### config.mk
export PLATFORM = sky130hd
export DESIGN_NAME = syst_pe
export DESIGN_NICKNAME = d
export VERILOG_FILES = /design/src/rtl/syst_pkg.sv /design/src/rtl/syst_pe_mac.sv /design/src/rtl/syst_pe.sv
export SDC_FILE = /design/constraint.sdc
export NUM_CORES = 1
export LEC_CHECK = 0
export CAP_MARGIN = 20
export CORE_UTILIZATION = 50
export CTS_BUF_LIST = sky130_fd_sc_hd__clkbuf_4 sky130_fd_sc_hd__clkbuf_8
export DETAILED_ROUTE_END_ITERATION = 6
export MAX_ROUTING_LAYER = met4
export PLACE_DENSITY = 0.66
export SETUP_SLACK_MARGIN = 0.15
export SKIP_LAST_GASP = 1
export SLEW_MARGIN = 20
export SYNTH_ARGS = -nofsm -noshare
export SYNTH_HDL_FRONTEND = slang
export SYNTH_SLANG_ARGS = --single-unit
### constraint.sdc
create_clock -name clk -period 24.1 [get_ports clk]
set_input_delay 7.23 -clock clk [delete_from_list [all_inputs] [get_ports clk]]
set_output_delay 7.23 -clock clk [all_outputs]
set_load 0.05 [all_outputs]
### src/rtl/syst_pkg.sv
`default_nettype none
// ============================================================================
// Module   : syst_pkg
// Purpose  : Shared constants and types for the systolic-array PE family.
//            Holds default operand/accumulator widths, the PE state
//            encoding and the bit positions inside the sticky error vector.
// Revision : 1.0 - initial release
// ============================================================================
package syst_pkg;

  // Default geometry of a PE
  localparam int DAT_WIDTH_DEF = 16;
  localparam int ACC_WIDTH_DEF = 40;
  localparam int K_MAX_DEF     = 256;

  // Positions inside o_err
  localparam int ERR_SKEW = 0;
  localparam int ERR_OVF  = 1;

  // Output-stationary PE run state
  typedef enum logic [0:0] {
    PE_IDLE = 1'b0,
    PE_ACC  = 1'b1
  } pe_state_e;

endpackage : syst_pkg
`default_nettype wire

### src/rtl/syst_pe_mac.sv
`default_nettype none
// ============================================================================
// Module   : syst_pe_mac
// Purpose  : Combinational signed multiply-add. Computes
//            o_sum = i_acc + sext(i_a * i_b). The full DAT x DAT product is
//            formed and sign-extended to ACC_WIDTH before the add.
// Config   : SYST_PE_SAT_EN defined   -> add saturates to the signed
//                                         ACC_WIDTH range
//            SYST_PE_SAT_EN undefined -> add wraps modulo 2^ACC_WIDTH
// Ports    : i_acc  [ACC_WIDTH] running sum, signed
//            i_a    [DAT_WIDTH] operand A, signed
//            i_b    [DAT_WIDTH] operand B, signed
//            o_sum  [ACC_WIDTH] i_acc + i_a*i_b, signed
// Revision : 1.0 - initial release
// ============================================================================
module syst_pe_mac #(
  parameter int DAT_WIDTH = 16,
  parameter int ACC_WIDTH = 40
) (
  input  logic signed [ACC_WIDTH-1:0] i_acc,
  input  logic signed [DAT_WIDTH-1:0] i_a,
  input  logic signed [DAT_WIDTH-1:0] i_b,
  output logic signed [ACC_WIDTH-1:0] o_sum
);

  localparam int c_PW = 2 * DAT_WIDTH;

  logic signed [c_PW-1:0]      w_a_ext;
  logic signed [c_PW-1:0]      w_b_ext;
  logic signed [c_PW-1:0]      w_prod;
  logic signed [ACC_WIDTH-1:0] w_prod_ext;
  logic signed [ACC_WIDTH-1:0] w_sum_wrap;

  // Size casts of signed values sign-extend, so the product is exact in
  // 2*DAT_WIDTH bits and then widened to the accumulator width.
  assign w_a_ext    = c_PW'(i_a);
  assign w_b_ext    = c_PW'(i_b);
  assign w_prod     = w_a_ext * w_b_ext;
  assign w_prod_ext = ACC_WIDTH'(w_prod);
  assign w_sum_wrap = i_acc + w_prod_ext;

`ifdef SYST_PE_SAT_EN
  localparam logic signed [ACC_WIDTH-1:0] c_MAX = {1'b0, {(ACC_WIDTH-1){1'b1}}};
  localparam logic signed [ACC_WIDTH-1:0] c_MIN = {1'b1, {(ACC_WIDTH-1){1'b0}}};

  logic w_ovf;

  // Signed overflow: both addends share a sign the result does not have.
  assign w_ovf = (i_acc[ACC_WIDTH-1] == w_prod_ext[ACC_WIDTH-1]) &&
                 (w_sum_wrap[ACC_WIDTH-1] != i_acc[ACC_WIDTH-1]);

  assign o_sum = w_ovf ? (i_acc[ACC_WIDTH-1] ? c_MIN : c_MAX) : w_sum_wrap;
`else
  assign o_sum = w_sum_wrap;
`endif

endmodule : syst_pe_mac
`default_nettype wire

### src/rtl/syst_pe.sv
`default_nettype none
// ============================================================================
// Module   : syst_pe
// Purpose  : Output-stationary systolic-array processing element. Forwards
//            A right and B down with one cycle of latency, accumulates the
//            signed A*B products of a programmable-length dot product and
//            presents each finished sum on a ready/valid result port.
// Config   : SYST_PE_SAT_EN (in syst_pe_mac) selects saturating instead of
//            wrapping accumulation.
// Ports    : clk, rst      clock, synchronous active-high reset
//            i_len         dot-product length, sampled on a run's first beat
//            i_a_vld/i_a   A operand from the left (row skew)
//            i_b_vld/i_b   B operand from the top (column skew)
//            o_a_vld/o_a   A forwarded to the right neighbour
//            o_b_vld/o_b   B forwarded to the lower neighbour
//            o_res_vld/o_res/i_res_rdy  result handshake
//            o_err         sticky errors [0] skew, [1] result dropped
// Revision : 1.0 - initial release
// ============================================================================
module syst_pe
  import syst_pkg::*;
#(
  parameter  int DAT_WIDTH = DAT_WIDTH_DEF,
  parameter  int ACC_WIDTH = ACC_WIDTH_DEF,
  parameter  int K_MAX     = K_MAX_DEF,
  localparam int CNT_WIDTH = $clog2(K_MAX + 1)
) (
  input  logic                 clk,
  input  logic                 rst,
  input  logic [CNT_WIDTH-1:0] i_len,
  input  logic                 i_a_vld,
  input  logic [DAT_WIDTH-1:0] i_a,
  input  logic                 i_b_vld,
  input  logic [DAT_WIDTH-1:0] i_b,
  output logic                 o_a_vld,
  output logic [DAT_WIDTH-1:0] o_a,
  output logic                 o_b_vld,
  output logic [DAT_WIDTH-1:0] o_b,
  output logic                 o_res_vld,
  output logic [ACC_WIDTH-1:0] o_res,
  input  logic                 i_res_rdy,
  output logic [1:0]           o_err
);

  localparam logic [CNT_WIDTH-1:0] c_K_MAX = CNT_WIDTH'(K_MAX);
  localparam logic [CNT_WIDTH-1:0] c_ONE   = CNT_WIDTH'(1);

  pe_state_e             r_state;
  logic [CNT_WIDTH-1:0]  r_len;
  logic [CNT_WIDTH-1:0]  r_cnt;
  logic [ACC_WIDTH-1:0]  r_acc;
  logic [ACC_WIDTH-1:0]  r_res;
  logic                  r_res_vld;
  logic [1:0]            r_err;
  logic                  r_a_vld;
  logic [DAT_WIDTH-1:0]  r_a;
  logic                  r_b_vld;
  logic [DAT_WIDTH-1:0]  r_b;

  logic                  w_beat;
  logic                  w_skew;
  logic                  w_idle;
  logic                  w_done;
  logic [CNT_WIDTH-1:0]  w_len_sel;
  logic [CNT_WIDTH-1:0]  w_cnt_inc;
  logic [ACC_WIDTH-1:0]  w_acc_in;
  logic [ACC_WIDTH-1:0]  w_sum;

  assign w_beat    = i_a_vld & i_b_vld;
  assign w_skew    = i_a_vld ^ i_b_vld;
  assign w_idle    = (r_state == PE_IDLE);
  assign w_cnt_inc = r_cnt + c_ONE;

  // Length 0 means a single-beat run; anything above K_MAX is clamped.
  always_comb begin
    w_len_sel = i_len;
    if (i_len == '0) begin
      w_len_sel = c_ONE;
    end else if (i_len > c_K_MAX) begin
      w_len_sel = c_K_MAX;
    end
  end

  // The first beat of a run starts from zero so acc becomes the product.
  assign w_acc_in = w_idle ? '0 : r_acc;

  assign w_done = w_beat & (w_idle ? (w_len_sel == c_ONE)
                                   : (w_cnt_inc == r_len));

  syst_pe_mac #(
    .DAT_WIDTH (DAT_WIDTH),
    .ACC_WIDTH (ACC_WIDTH)
  ) u_mac (
    .i_acc (w_acc_in),
    .i_a   (i_a),
    .i_b   (i_b),
    .o_sum (w_sum)
  );

  always_ff @(posedge clk) begin
    if (rst) begin
      r_state   <= PE_IDLE;
      r_len     <= '0;
      r_cnt     <= '0;
      r_acc     <= '0;
      r_res     <= '0;
      r_res_vld <= 1'b0;
      r_err     <= '0;
      r_a_vld   <= 1'b0;
      r_a       <= '0;
      r_b_vld   <= 1'b0;
      r_b       <= '0;
    end else begin
      // Forwarding ignores result backpressure entirely.
      r_a_vld <= i_a_vld;
      r_a     <= i_a;
      r_b_vld <= i_b_vld;
      r_b     <= i_b;

      if (w_skew) begin
        r_err[ERR_SKEW] <= 1'b1;
      end

      if (w_beat) begin
        r_acc <= w_sum;
        if (w_idle) begin
          r_len <= w_len_sel;
          r_cnt <= c_ONE;
          if (w_len_sel != c_ONE) begin
            r_state <= PE_ACC;
          end
        end else begin
          r_cnt <= w_cnt_inc;
          if (w_done) begin
            r_state <= PE_IDLE;
          end
        end
      end

      // A completion wins over a pop; a completion into a full, stalled
      // result register is dropped and flagged.
      if (w_done) begin
        if (r_res_vld && !i_res_rdy) begin
          r_err[ERR_OVF] <= 1'b1;
        end else begin
          r_res     <= w_sum;
          r_res_vld <= 1'b1;
        end
      end else if (r_res_vld && i_res_rdy) begin
        r_res_vld <= 1'b0;
      end
    end
  end

  assign o_a_vld   = r_a_vld;
  assign o_a       = r_a;
  assign o_b_vld   = r_b_vld;
  assign o_b       = r_b;
  assign o_res_vld = r_res_vld;
  assign o_res     = r_res;
  assign o_err     = r_err;

endmodule : syst_pe
`default_nettype wire

Word-level counts from Yosys, hierarchy flattened
Cells that the tools add are included.

operators by class
  add/sub/neg operators = 2
  $mul = 1
  divide/modulo/power cells = 0
  order comparisons = 1
  equality and inequality tests = 4
  shift-type cells = 0
  mux-type cells = 11
  bitwise gates (word level) = 5
  reductions and logical operators = 9

operators with widths
  cell                                                   count
  adder 40 x 32 -> 40 bit                                1
  2-to-1 mux 40 bit                                      1
  multiplier 16 x 16 -> 32 bit                           1
  2-to-1 mux 9 bit                                       3
  adder 9 x 1 -> 9 bit, second input constant            1
  == test 9 x 1 -> 1 bit, second input constant          1
  == test 9 bit                                          1
  > comparator 9 bit, second input constant              1
  logical NOT 9 bit                                      1
  inequality test 9 x 1 -> 1 bit, second input constant  1
  AND reduction 2 bit                                    4
  2-to-1 mux 1 bit                                       7
  AND 1 bit                                              2
  logical AND 1 bit                                      2
  inequality test 2 bit, second input constant           1
  NOT 1 bit                                              2
  nonzero test 2 bit                                     1
  logical NOT 1 bit                                      1
  bitwise XOR 1 bit                                      1

word-level totals
  bits in registers = 136
  bits in latches = 0
  memory bits (writable) = 0
  memory bits (read-only) = 0
  input bits = 46
  logic and storage cells = 45
  memories kept = 0

Depth between registers and ports, before layout
Gate-level depths: netlist of the first run.

  word-level depth = 8
  mapped depth = 24
  gate-level depth less buffers = 23

Cells and area by module
A second synthesis of the first run with hierarchy kept.

unflattened totals
  cell total of the unflattened synthesis = 1,895
  area, all modules = 17,932.2 um^2

by module, submodules not included
  module       instances  cells each  area each (um^2)
  syst_pe_mac  1          1,315       12,244.2
  syst_pe      1          580         5,688.0

Worst setup path before layout of the first run
OpenSTA, ideal clock, no wires.

  path kind = input -> register
  start point = input port i_a[15]
  end point = register r_res[34] (netlist: o_res[34])
  library setup time = 121 ps
  arrival time = 13,126 ps
  data required time = 23,979 ps
  slack = 10,852 ps
  stages = 23
  buffers on the path = 2
  path through = clkbuf_1 > nand2_1 > inv_1 > fa_1 > fa_1 > inv_1 > fa_1 > inv_1 > fa_1 > fa_1 > inv_1 > fa_1 > inv_1 > ha_1 > buf_2 > and3_1 > and4_1 > nand3_1 > a2111oi_0 > nor4_1 > a211oi_1 > xnor2_1 > a2bb2o_1

on the way
  cells in the longest elaborated chain, start to end = 2

ends and longest elaborated chain
  element                       RTL line           text
  start, declared               syst_pe.sv:32      input logic [DAT_WIDTH-1:0] i_a,
  multiplier 16 x 16 -> 32 bit  syst_pe_mac.sv:38  assign w_prod = w_a_ext * w_b_ext;
  adder 40 x 32 -> 40 bit       syst_pe_mac.sv:40  assign w_sum_wrap = i_acc + w_prod_ext;
  end signal, assigned          syst_pe.sv:146     r_res <= w_sum;
  end, declared                 syst_pe.sv:52      logic [ACC_WIDTH-1:0] r_res;

No other way between the ends.
A chain may end at the register's enable or synchronous reset.

Final worst setup path of the first run
  start point = input port i_b[5]
  end point = register r_res[34] (netlist: o_res[34])

on the way
  cells in the longest elaborated chain, start to end = 2

ends and longest elaborated chain
  element                       RTL line           text
  start, declared               syst_pe.sv:34      input logic [DAT_WIDTH-1:0] i_b,
  multiplier 16 x 16 -> 32 bit  syst_pe_mac.sv:38
  adder 40 x 32 -> 40 bit       syst_pe_mac.sv:40

No other way between the ends.

==> impl_summary.txt, run 1 <==
----------------------------------------------------
[Run]
  Number of max-cap violations ... 0

[GRT]
  Pin count of the biggest net entering global routing ... 76
  Number of global-route vias before repair ... 14000
  Global Route Usage Sum ... 0.272
  First-pass GRT wire length ... 74.4 mm
  Number of antenna violations at the first check in global routing ... 1
  Global-route congestion overflow total ... 0

[Logic synthesis]
  Most frequent cells after synthesis ... inv_1, fa_1, nand2_1
  Proportion of synthesized chip area in sequential cells ... 0.153
  Post-synthesis area per instance ... 9.07 um^2
  Synth Net Count ... 2451
  Synth Register Bits ... 136
  Post-Syn Area ... 0.0178 mm^2
  Top post-synthesis cells by area ... fa_1, dfxtp_1, inv_1
  Number of standard cells after synthesis ... 1958
  Count of cell types in the netlist ... 66
  Most numerous cell in the Yosys netlist ... inv_1
  Proportion of synthesized flip-flops having asynchronous set or reset ... 0
  Number of flops mapped to enable cells by yosys ... 0
  Largest area contributor in the netlist ... fa_1
  Post-synth top area share ... 0.372
  Number of warnings issued by yosys ... 0
  Prevailing post-synth register cell ... dfxtp_1

[Floorplan]
  Chip Width ... 190 um
  Total Die Area ... 0.0363 mm^2
  Placeable core area ... 0.0347 mm^2
  Number of top-level design ports ... 123
  Core Rows ... 68
  Height of the die ... 190 um
  Starting utilization of the core area ... 0.512

[Routing]
  Number of remaining DRC errors ... 0
  Count of vias placed by the detailed router ... 13100
  Avg WL per Cell ... 17.6 um
  Via density ... 5.26
  Post-Route WL ... 43.9 mm
  DRC violation total after the first TritonRoute iteration ... 826
  First-pass DRT Iterations ... 5
  Post-DRT Antenna Nets ... 0

[STA]
  Pin slew with the least headroom to its limit ... 1.01 ns
  Share of the clock period used by the worst path after layout ... 0.588
  Peak Freq ... 0.0705 GHz
  Hold violation total from the final report ... 0
  Unrepaired setup endpoints after global routing ... no
  Clock Skew ... 0.0117 ns
  Number of endpoints failing setup at the final stage ... 0
  Setup TNS Final ... 0 ns
  Tmin final ... 14.18 ns
  Relative slew slack ... 0.326
  Final Max Tran Viols ... 0

[Finish]
  Flip-flop and latch area ... 0.00272 mm^2
  Area taken by multi-input logic gates ... 0.0132 mm^2
  Share of layout cells above drive strength 1 ... 0.0250
  FILL cells ... 3143
  Number of nets in the final layout ... 2518
  Relative area change from synthesis to final layout ... 11.0%

[Worst setup path]
  Worst R2R Start ... r_state
  R2R cell count ... 18
  Startpoint Class ... primary input
  Critical Path Start ... i_b[5]
  Worst EP required ... 24.47 ns
  Timing endpoint of the critical path ... o_res[34]
  CP arrival ... 14.55 ns
  Crit. End Element ... flip-flop
  Maximum fanout count along the critical path ... 17
  Flop2flop setup slack ... 17.65 ns
  Critical path start-end classification ... in -> reg
  End of the worst register-to-register path ... r_acc[27]

[Clocking]
  Clock-pin slew on the worst setup and hold paths ... 0.09 ns
  Total clock sinks ... 136
  Count of hold buffers inserted by post-cts repair ... 0
  Number of buffers created by CTS ... 17
  Count of instances resized after the clock tree is built ... 0
  Clock tree from TritonCTS ... done
  Number of buffers between clock root and the deepest sink ... 2
  H-Tree Level Count ... 4
  Clock tree root buffer cell ... clkbuf_8
  Clk_lat worst skew ... 0.48 ns
  # Post-CTS Setup Buffers ... 0

[Outcome]
  Result of the run ... complete, no violations

[Place]
  Input/output buffers ... 122
  Sum of net half-perimeters after detailed placement ... 34.9 mm
  Final Wtd Congestion ... 0.901

[Worst hold path]
  Worst hold path type ... reg -> reg

----------------------------------------------------
-- kinds of logic (layout without fill, tap and decap cells) --
group,Yosys count,after routing,synth area share
AOI/OAI and AO/OA,209,209,0.0792
xor gates and xnor gates,45,45,0.0222
adders and majority gates,447,447,0.454
buffers and inverters,478,558,0.103
DFF,136,136,0.153
muxes,29,29,0.0163
other,0,1,0
and+or+nand+nor,614,614,0.172
-- worst min-delay path by stage --
stage              start        end  slack, ns  cells after the start
2_1_floorplan  r_acc[39]  r_acc[39]       0.43                      2
3_3_place_gp    o_res[3]   o_res[3]       0.44                      2
3_5_place_dp   o_res[15]  o_res[15]       0.44                      2
4_1_cts        o_res[15]  o_res[15]       0.46                      2
5_1_grt         o_res[1]   o_res[1]       0.47                      2
6_report       o_res[15]  o_res[15]       0.45                      2
-- per-stage QoR --
stage               setup slack, ns  std cells   util  hold WS (ns)  area (um^2)
finish                         9.92       2494  0.568         0.455        19700
global route                   9.51       2494  0.568         0.470        19700
CTS                            9.98       2493  0.568         0.456        19700
detailed placement             9.46       2461  0.555         0.443        19300
global placement               9.62       2461  0.555         0.437        19300
floorplan                     10.85       1958      -         0.432        17800
-- placed cells by master (no fill, tap or decap), drive strengths merged, types with 4 or more instances in the layout --
master,instances
a21boi,4
dfxtp,136
o21a,8
buf,8
nand4,4
nor3b,7
nand3,29
nor2,82
a21o,17
nor3,15
nand2,229
a21oi,79
ha,117
mux2i,29
clkbuf,17
a2111o,4
a2111oi,4
o211ai,8
and3,15
or3,6
a22oi,5
a31oi,10
o2111ai,4
nor2b,38
and2,154
xor2,13
a211oi,9
inv,404
nor4,7
fa,330
o22ai,7
clkinv,5
xnor2,32
o31ai,4
nand2b,14
clkdlybuf4s50,121
a311o,4
o21ai,19
-- flip-flops by register name (all words and copies together), names as in the netlist --
signal     cells
o_res_vld      1
o_b           16
r_len          9
o_res         40
o_a_vld        1
o_b_vld        1
r_acc         40
o_err          2
o_a           16
r_cnt          9
r_state        1
-- worst max-delay path, cell delays in order --
cell and delay (ns):
clkdlybuf4s50_1 0.90, and2_1 0.26, inv_1 0.07, fa_1 0.53, inv_1 0.08, fa_1 0.74, inv_1 0.19, fa_1 0.51
inv_1 0.05, fa_1 0.44, fa_1 0.51, inv_1 0.05, fa_1 0.48, inv_1 0.04, ha_1 0.45, and3_1 0.23
and4_1 0.29, nand3_1 0.20, a2111oi_0 0.48, nor4_1 0.10, a211oi_1 0.24, xnor2_1 0.18, a2bb2o_1 0.29
-- routing by layer --
metal  global-route usage  wire length [um]  vias up
li1                     -                 -     6144
met1                0.385             21100     6602
met4               0.0640               486        0
met2                0.418             20200      348
met3               0.0302              2100       33
met5                    -                 0        -
-- cell type report --
class,instances,area share
Clock buffer,17,0.0119
Clock inverter,15,0.0105
Antenna cell,1,0.000127
Tap cell,455,0.0289
Multi-Input combinational cell,1344,0.670
Sequential cell,136,0.138
Timing Repair Buffer,129,0.0645
Inverter,397,0.0756
Power of run 1 is left out: the tool's default activity adds up to more than one toggle a clock period on the data nets, which glitch-free logic cannot reach.
==> run 2, diff against run 1 <==
PLACE_DENSITY = 0.69   (was 0.66)
clock period = 11.81 ns   (was 24.1 ns; I/O delays follow)
==> run 2 against run 1 <==
Sequential cell count is the same. Utilization increased by 0.14 points. Via count up 1.1%. Clock-buffer cell count rose by 2.
==> impl_summary.txt, run 2 (same netlist as run 1, synthesis figures left out) <==
----------------------------------------------------
[Routing]
  Count of vias placed by the detailed router ... 13300 (+1.1%)
  First-pass DRT Iterations ... 5 (unchanged)
  Via density ... 5.30 (+0.76%)
  Post-DRT Antenna Nets ... 0 (unchanged)
  DRC violation total after the first TritonRoute iteration ... 682 (-17%)
  Post-Route WL ... 43.8 mm (-0.12%)
  Avg WL per Cell ... 17.5 um (-0.48%)
  Number of remaining DRC errors ... 0 (unchanged)

[Worst hold path]
  Worst hold path type ... reg -> reg
  Instance count along the most critical hold path ... 2 (unchanged)
  Hold Crit Start ... o_res[33]
  Terminating pin of the worst hold path ... o_res[33]

[GRT]
  Global Route Usage Sum ... 0.269 (-0.00214)
  Global-route congestion overflow total ... 0 (unchanged)
  First-pass GRT wire length ... 74.0 mm (-0.54%)
  Number of antenna violations at the first check in global routing ... 0 (-1)
  Number of global-route vias before repair ... 14000 (+0.014%)
  Pin count of the biggest net entering global routing ... 85 (+12%)

[Floorplan]
  Starting utilization of the core area ... 0.512 (unchanged)
  Core Rows ... 68 (unchanged)
  Number of top-level design ports ... 123 (unchanged)
  Placeable core area ... 0.0347 mm^2 (unchanged)
  Chip Width ... 190 um (unchanged)
  Height of the die ... 190 um (unchanged)
  Total Die Area ... 0.0363 mm^2 (unchanged)

[STA]
  Peak Freq ... 0.0953 GHz
  Hold violation total from the final report ... 0 (unchanged)
  Tmin final ... 10.49 ns
  Clock Skew ... 0.0254 ns (+0.0137 ns)
  Setup TNS Final ... 0 ns (unchanged)
  Number of endpoints failing setup at the final stage ... 0 (unchanged)
  Relative slew slack ... 0.257 (-0.0695)
  Unrepaired setup endpoints after global routing ... no
  Share of the clock period used by the worst path after layout ... 0.888
  Pin slew with the least headroom to its limit ... 1.11 ns (+0.104 ns)
  Final Max Tran Viols ... 0 (unchanged)

[Clocking]
  Clk_lat worst skew ... 0.51 ns (+0.03 ns)
  Count of hold buffers inserted by post-cts repair ... 0 (unchanged)
  Number of buffers between clock root and the deepest sink ... 2 (unchanged)
  Clock tree from TritonCTS ... done
  Count of instances resized after the clock tree is built ... 0 (unchanged)
  # Post-CTS Setup Buffers ... 0 (unchanged)
  H-Tree Level Count ... 4 (unchanged)
  Total clock sinks ... 136 (unchanged)
  Number of buffers created by CTS ... 17 (unchanged)
  Clock-pin slew on the worst setup and hold paths ... 0.09 ns (about the same)
  Clock tree root buffer cell ... clkbuf_8

[Place]
  Input/output buffers ... 122 (unchanged)
  Sum of net half-perimeters after detailed placement ... 34.9 mm (about the same)
  Final Wtd Congestion ... 0.902 (about the same)

[Worst setup path]
  Worst EP required ... 12.20 ns (-12.27 ns)
  Worst R2R Start ... r_state
  R2R cell count ... 18 (unchanged)
  Critical path start-end classification ... in -> reg
  End of the worst register-to-register path ... o_res[34]
  Maximum fanout count along the critical path ... 17 (unchanged)
  Crit. End Element ... flip-flop
  Startpoint Class ... primary input
  CP arrival ... 10.88 ns (-3.67 ns)
  Flop2flop setup slack ... 5.09 ns (-12.56 ns)

[Finish]
  Relative area change from synthesis to final layout ... 11.3%
  Most frequent cells in the layout ... inv_1, fa_1, nand2_1, and2_1, dfxtp_1
  Most common cell after layout, fill and taps aside ... inv_1
  FILL cells ... 3124 (-0.60%)
  Flip-flop and latch area ... 0.00272 mm^2 (unchanged)
  Antenna cells ... 0 (-1)
  Share of layout cells above drive strength 1 ... 0.0298 (+0.00476)
  Number of nets in the final layout ... 2528 (+0.40%)
  Area taken by multi-input logic gates ... 0.0132 mm^2 (unchanged)

[Run]
  Number of max-cap violations ... 0 (unchanged)

[Outcome]
  Result of the run ... complete, no violations

----------------------------------------------------
[run 2: area by class of cell]
| cell class | count | share of cell area |
|---|---|---|
| Inverter | 397 | 0.0754 |
| Clock inverter | 13 | 0.00791 |
| Tap cell | 455 | 0.0288 |
| Sequential cell | 136 | 0.138 |
| Timing Repair Buffer | 139 | 0.0681 |
| Multi-Input combinational cell | 1344 | 0.669 |
| Clock buffer | 19 | 0.0132 |
[run 2: how the worst max path moves through the flow]
stage,start,endpoint,slack (ns)
after CTS,i_a[15],o_res[34],1.33
after detailed placement,i_a[15],o_res[34],0.86
after global routing,i_a[15],o_res[34],0.89
after global placement,i_a[15],o_res[34],1.09
after floorplan,i_a[15],o_res[34],2.25
final,i_a[15],o_res[34],1.32
[run 2: critical path, stage by stage]
cell and delay (ns):
clkdlybuf4s50_1 0.85, and2_1 0.27, inv_1 0.08, fa_1 0.53, inv_1 0.07, fa_1 0.74, inv_1 0.18, fa_1 0.51
inv_1 0.05, fa_1 0.44, fa_1 0.52, inv_1 0.05, fa_1 0.48, inv_1 0.04, ha_1 0.43, and3_1 0.22
and4_1 0.29, nand3_1 0.20, a2111oi_0 0.51, nor4_1 0.12, a211oi_1 0.26, xnor2_1 0.18, a2bb2o_1 0.30
[run 2: layer usage]
layer  share of wire  wire (um)  global-route usage
met1            0.46      20300               0.379
met2            0.46      20300               0.414
met3           0.056       2470              0.0346
met4           0.017        756              0.0643
met5               0          0                   -
[run 2: through the flow]
stage               instance area (um^2)  std cells  setup slack, ns   util  hold slack, ns
floorplan                          17800       1958             2.25      -           0.432
global placement                   19300       2471             1.09  0.557           0.440
detailed placement                 19300       2471            0.858  0.557           0.447
CTS                                19800       2503             1.33  0.569           0.459
global route                       19800       2503            0.887  0.569           0.480
finish                             19800       2503             1.32  0.569           0.457
Power of run 2 is left out for the same reason.
==> run 3, diff against run 2 <==
GPL_TIMING_DRIVEN = 0   (was unset)
==> run 3 against run 2 <==
Largest cell class unchanged. Cell count up 2.5%. Setup slack worse by 0.43 ns. Non-clock buffer count up 60. Sequential cell count unchanged. Maximum frequency down 3.9%. Clock skew up 0.0025 ns.
==> impl_summary.txt, run 3 (same netlist as run 1, synthesis figures left out) <==
----------------------------------------------------
[Place]
  Placed inst area ... 0.0195 mm^2 (+0.86%)
  Sum of net half-perimeters after detailed placement ... 39.7 mm (+14%)
  Worst setup slack before clock tree synthesis ... 0.405 ns (-0.453 ns)
  Input/output buffers ... 118 (-3.3%)
  Final Wtd Congestion ... 0.925 (+2.5%)

[Finish]
  Area taken by multi-input logic gates ... 0.0132 mm^2 (about the same)
  Finished Core Util ... 0.574 (+0.00418)
  Most common cell after layout, fill and taps aside ... inv_1
  FILL cells ... 3122 (-0.064%)
  Share of layout cells above drive strength 1 ... 0.0256 (-0.00417)
  Relative area change from synthesis to final layout ... 12.1%
  Number of nets in the final layout ... 2588 (+2.4%)
  Most frequent cells in the layout ... inv_1, fa_1, nand2_1, and2_1, dfxtp_1
  Post-layout instance area ... 0.0199 mm^2 (+0.73%)
  Flip-flop and latch area ... 0.00272 mm^2 (unchanged)

[Worst setup path]
  Most used cell, CP ... fa_1
  Crit. End Element ... flip-flop
  Slowest cell on the critical path ... clkdlybuf4s50_1
  CP Buf/Inv Count ... 8 (+1)
  CP arrival ... 11.31 ns (+0.43 ns)
  Maximum fanout count along the critical path ... 10 (-7)
  Worst EP required ... 12.20 ns (about the same)
  Critical path start-end classification ... in -> reg
  Critical Path, Cell by Cell ... clkdlybuf4s50_1 -> clkbuf_1 -> nand2_1 -> fa_1 -> inv_1 -> fa_1 -> inv_1 -> fa_1 -> inv_1 -> fa_1 -> fa_1 -> inv_1 -> fa_1 -> inv_1 -> ha_1 -> buf_1 -> and4_1 -> nand3_1 -> a2111oi_0 -> nor4_1 -> a211oi_1 -> xnor2_1 -> a2bb2o_1
  Largest stage delay on the critical path ... 0.78 ns (-0.07 ns)
  Flop2flop setup slack ... 4.91 ns (-0.18 ns)
  Startpoint Class ... primary input
  Top cell family by delay on the critical path ... adder cells

[STA]
  Pin slew with the least headroom to its limit ... 1.03 ns (-0.0806 ns)
  Final worst-path setup slack ... 0.889 ns (-0.429 ns)
  Share of the clock period used by the worst path after layout ... 0.925 (+0.0363)
  Tmin final ... 10.92 ns (+0.429 ns)
  Clock Skew ... 0.0279 ns (+0.00253 ns)
  Setup TNS Final ... 0 ns (unchanged)
  Relative slew slack ... 0.310 (+0.0530)
  Peak Freq ... 0.0916 GHz (-3.9%)
  Number of endpoints failing setup at the final stage ... 0 (unchanged)
  Final Max Tran Viols ... 0 (unchanged)
  Hold violation total from the final report ... 0 (unchanged)
  Unrepaired setup endpoints after global routing ... no

[Floorplan]
  Total Die Area ... 0.0363 mm^2 (unchanged)
  Starting utilization of the core area ... 0.512 (unchanged)
  Chip Width ... 190 um (unchanged)
  Core Rows ... 68 (unchanged)
  Placeable core area ... 0.0347 mm^2 (unchanged)
  Number of top-level design ports ... 123 (unchanged)
  Height of the die ... 190 um (unchanged)

[Routing]
  Avg WL per Cell ... 18.5 um (+5.6%)
  Number of remaining DRC errors ... 0 (unchanged)
  Count of vias placed by the detailed router ... 13500 (+1.6%)
  Post-DRT Antenna Nets ... 0 (unchanged)
  DRC violation total after the first TritonRoute iteration ... 1013 (+49%)
  Post-Route WL ... 47.4 mm (+8.2%)
  First-pass DRT Iterations ... 6 (+1)
  Via density ... 5.26 (-0.84%)

[Clocking]
  H-Tree Level Count ... 4 (unchanged)
  Count of instances resized after the clock tree is built ... 0 (unchanged)
  # Post-CTS Setup Buffers ... 0 (unchanged)
  Number of buffers created by CTS ... 17 (unchanged)
  Clock tree from TritonCTS ... done
  Clock tree root buffer cell ... clkbuf_8
  Number of buffers between clock root and the deepest sink ... 2 (unchanged)
  Count of hold buffers inserted by post-cts repair ... 0 (unchanged)
  Clk_lat worst skew ... 0.51 ns (about the same)
  Total clock sinks ... 136 (unchanged)
  Clock-pin slew on the worst setup and hold paths ... 0.10 ns (about the same)

[GRT]
  First-pass GRT wire length ... 76.9 mm (+3.9%)
  Global Route Usage Sum ... 0.288 (+0.0182)
  Number of antenna violations at the first check in global routing ... 1 (+1)
  Number of global-route vias before repair ... 14200 (+1.9%)
  Pin count of the biggest net entering global routing ... 24 (-72%)
  Global-route congestion overflow total ... 0 (unchanged)

[Run]
  Number of max-cap violations ... 0 (unchanged)

[Outcome]
  Result of the run ... complete, no violations

[Worst hold path]
  Worst hold path type ... reg -> reg

----------------------------------------------------
## run 3: changes by cell type in the layout (fill, tap and decap cells not counted), moves of 3 or more
cell	before	now
buf_1	0	7
buf_2	0	9
clkbuf_1	0	63
inv_8	2	6
clkdlybuf4s50_1	121	118
inv_6	5	2
buf_4	18	0
## run 3: metal layers
metal | track usage | part of all wire
met1 | 0.373 | 0.44
met5 | - | 0
met4 | 0.0966 | 0.027
met3 | 0.0438 | 0.057
met2 | 0.462 | 0.48
## run 3: path summary, 6_finish.rpt
| check | from | to | depth (start not counted) |
|---|---|---|---|
| min | o_res[0] | o_res[0] | 2 |
| min reg2reg | o_res[0] | o_res[0] | 2 |
| max reg2reg | r_state | o_res[25] | 19 |
| max | i_a[15] | o_res[34] | 23 |
## run 3: tightest hold or removal path: cells and delay by family (launching register included)
family | cells | cell delay [ns]
simple gates | 1 | 0.05
compound gates | 1 | 0.05
flops | 1 | 0.32
## run 3: final cells by class
class	count	share of cell area
multi-input cells	1344	0.664
flip-flops and latches	136	0.137
inverters	397	0.0748
repair buffers	118	0.0593
well taps	455	0.0286
plain buffers	81	0.0166
clock buffers	17	0.0118
clock inverters	15	0.00792
diodes	2	0.000251
## run 3: through the flow
| stage | std cells | hold WS (ns) |
|---|---|---|
| 2_1_floorplan | 1958 | 0.432 |
| 3_3_place_gp | 2531 | 0.440 |
| 3_5_place_dp | 2531 | 0.444 |
| 4_1_cts | 2563 | 0.463 |
| 5_1_grt | 2564 | 0.474 |
| 6_report | 2565 | 0.458 |
Power of run 3 is left out for the same reason.
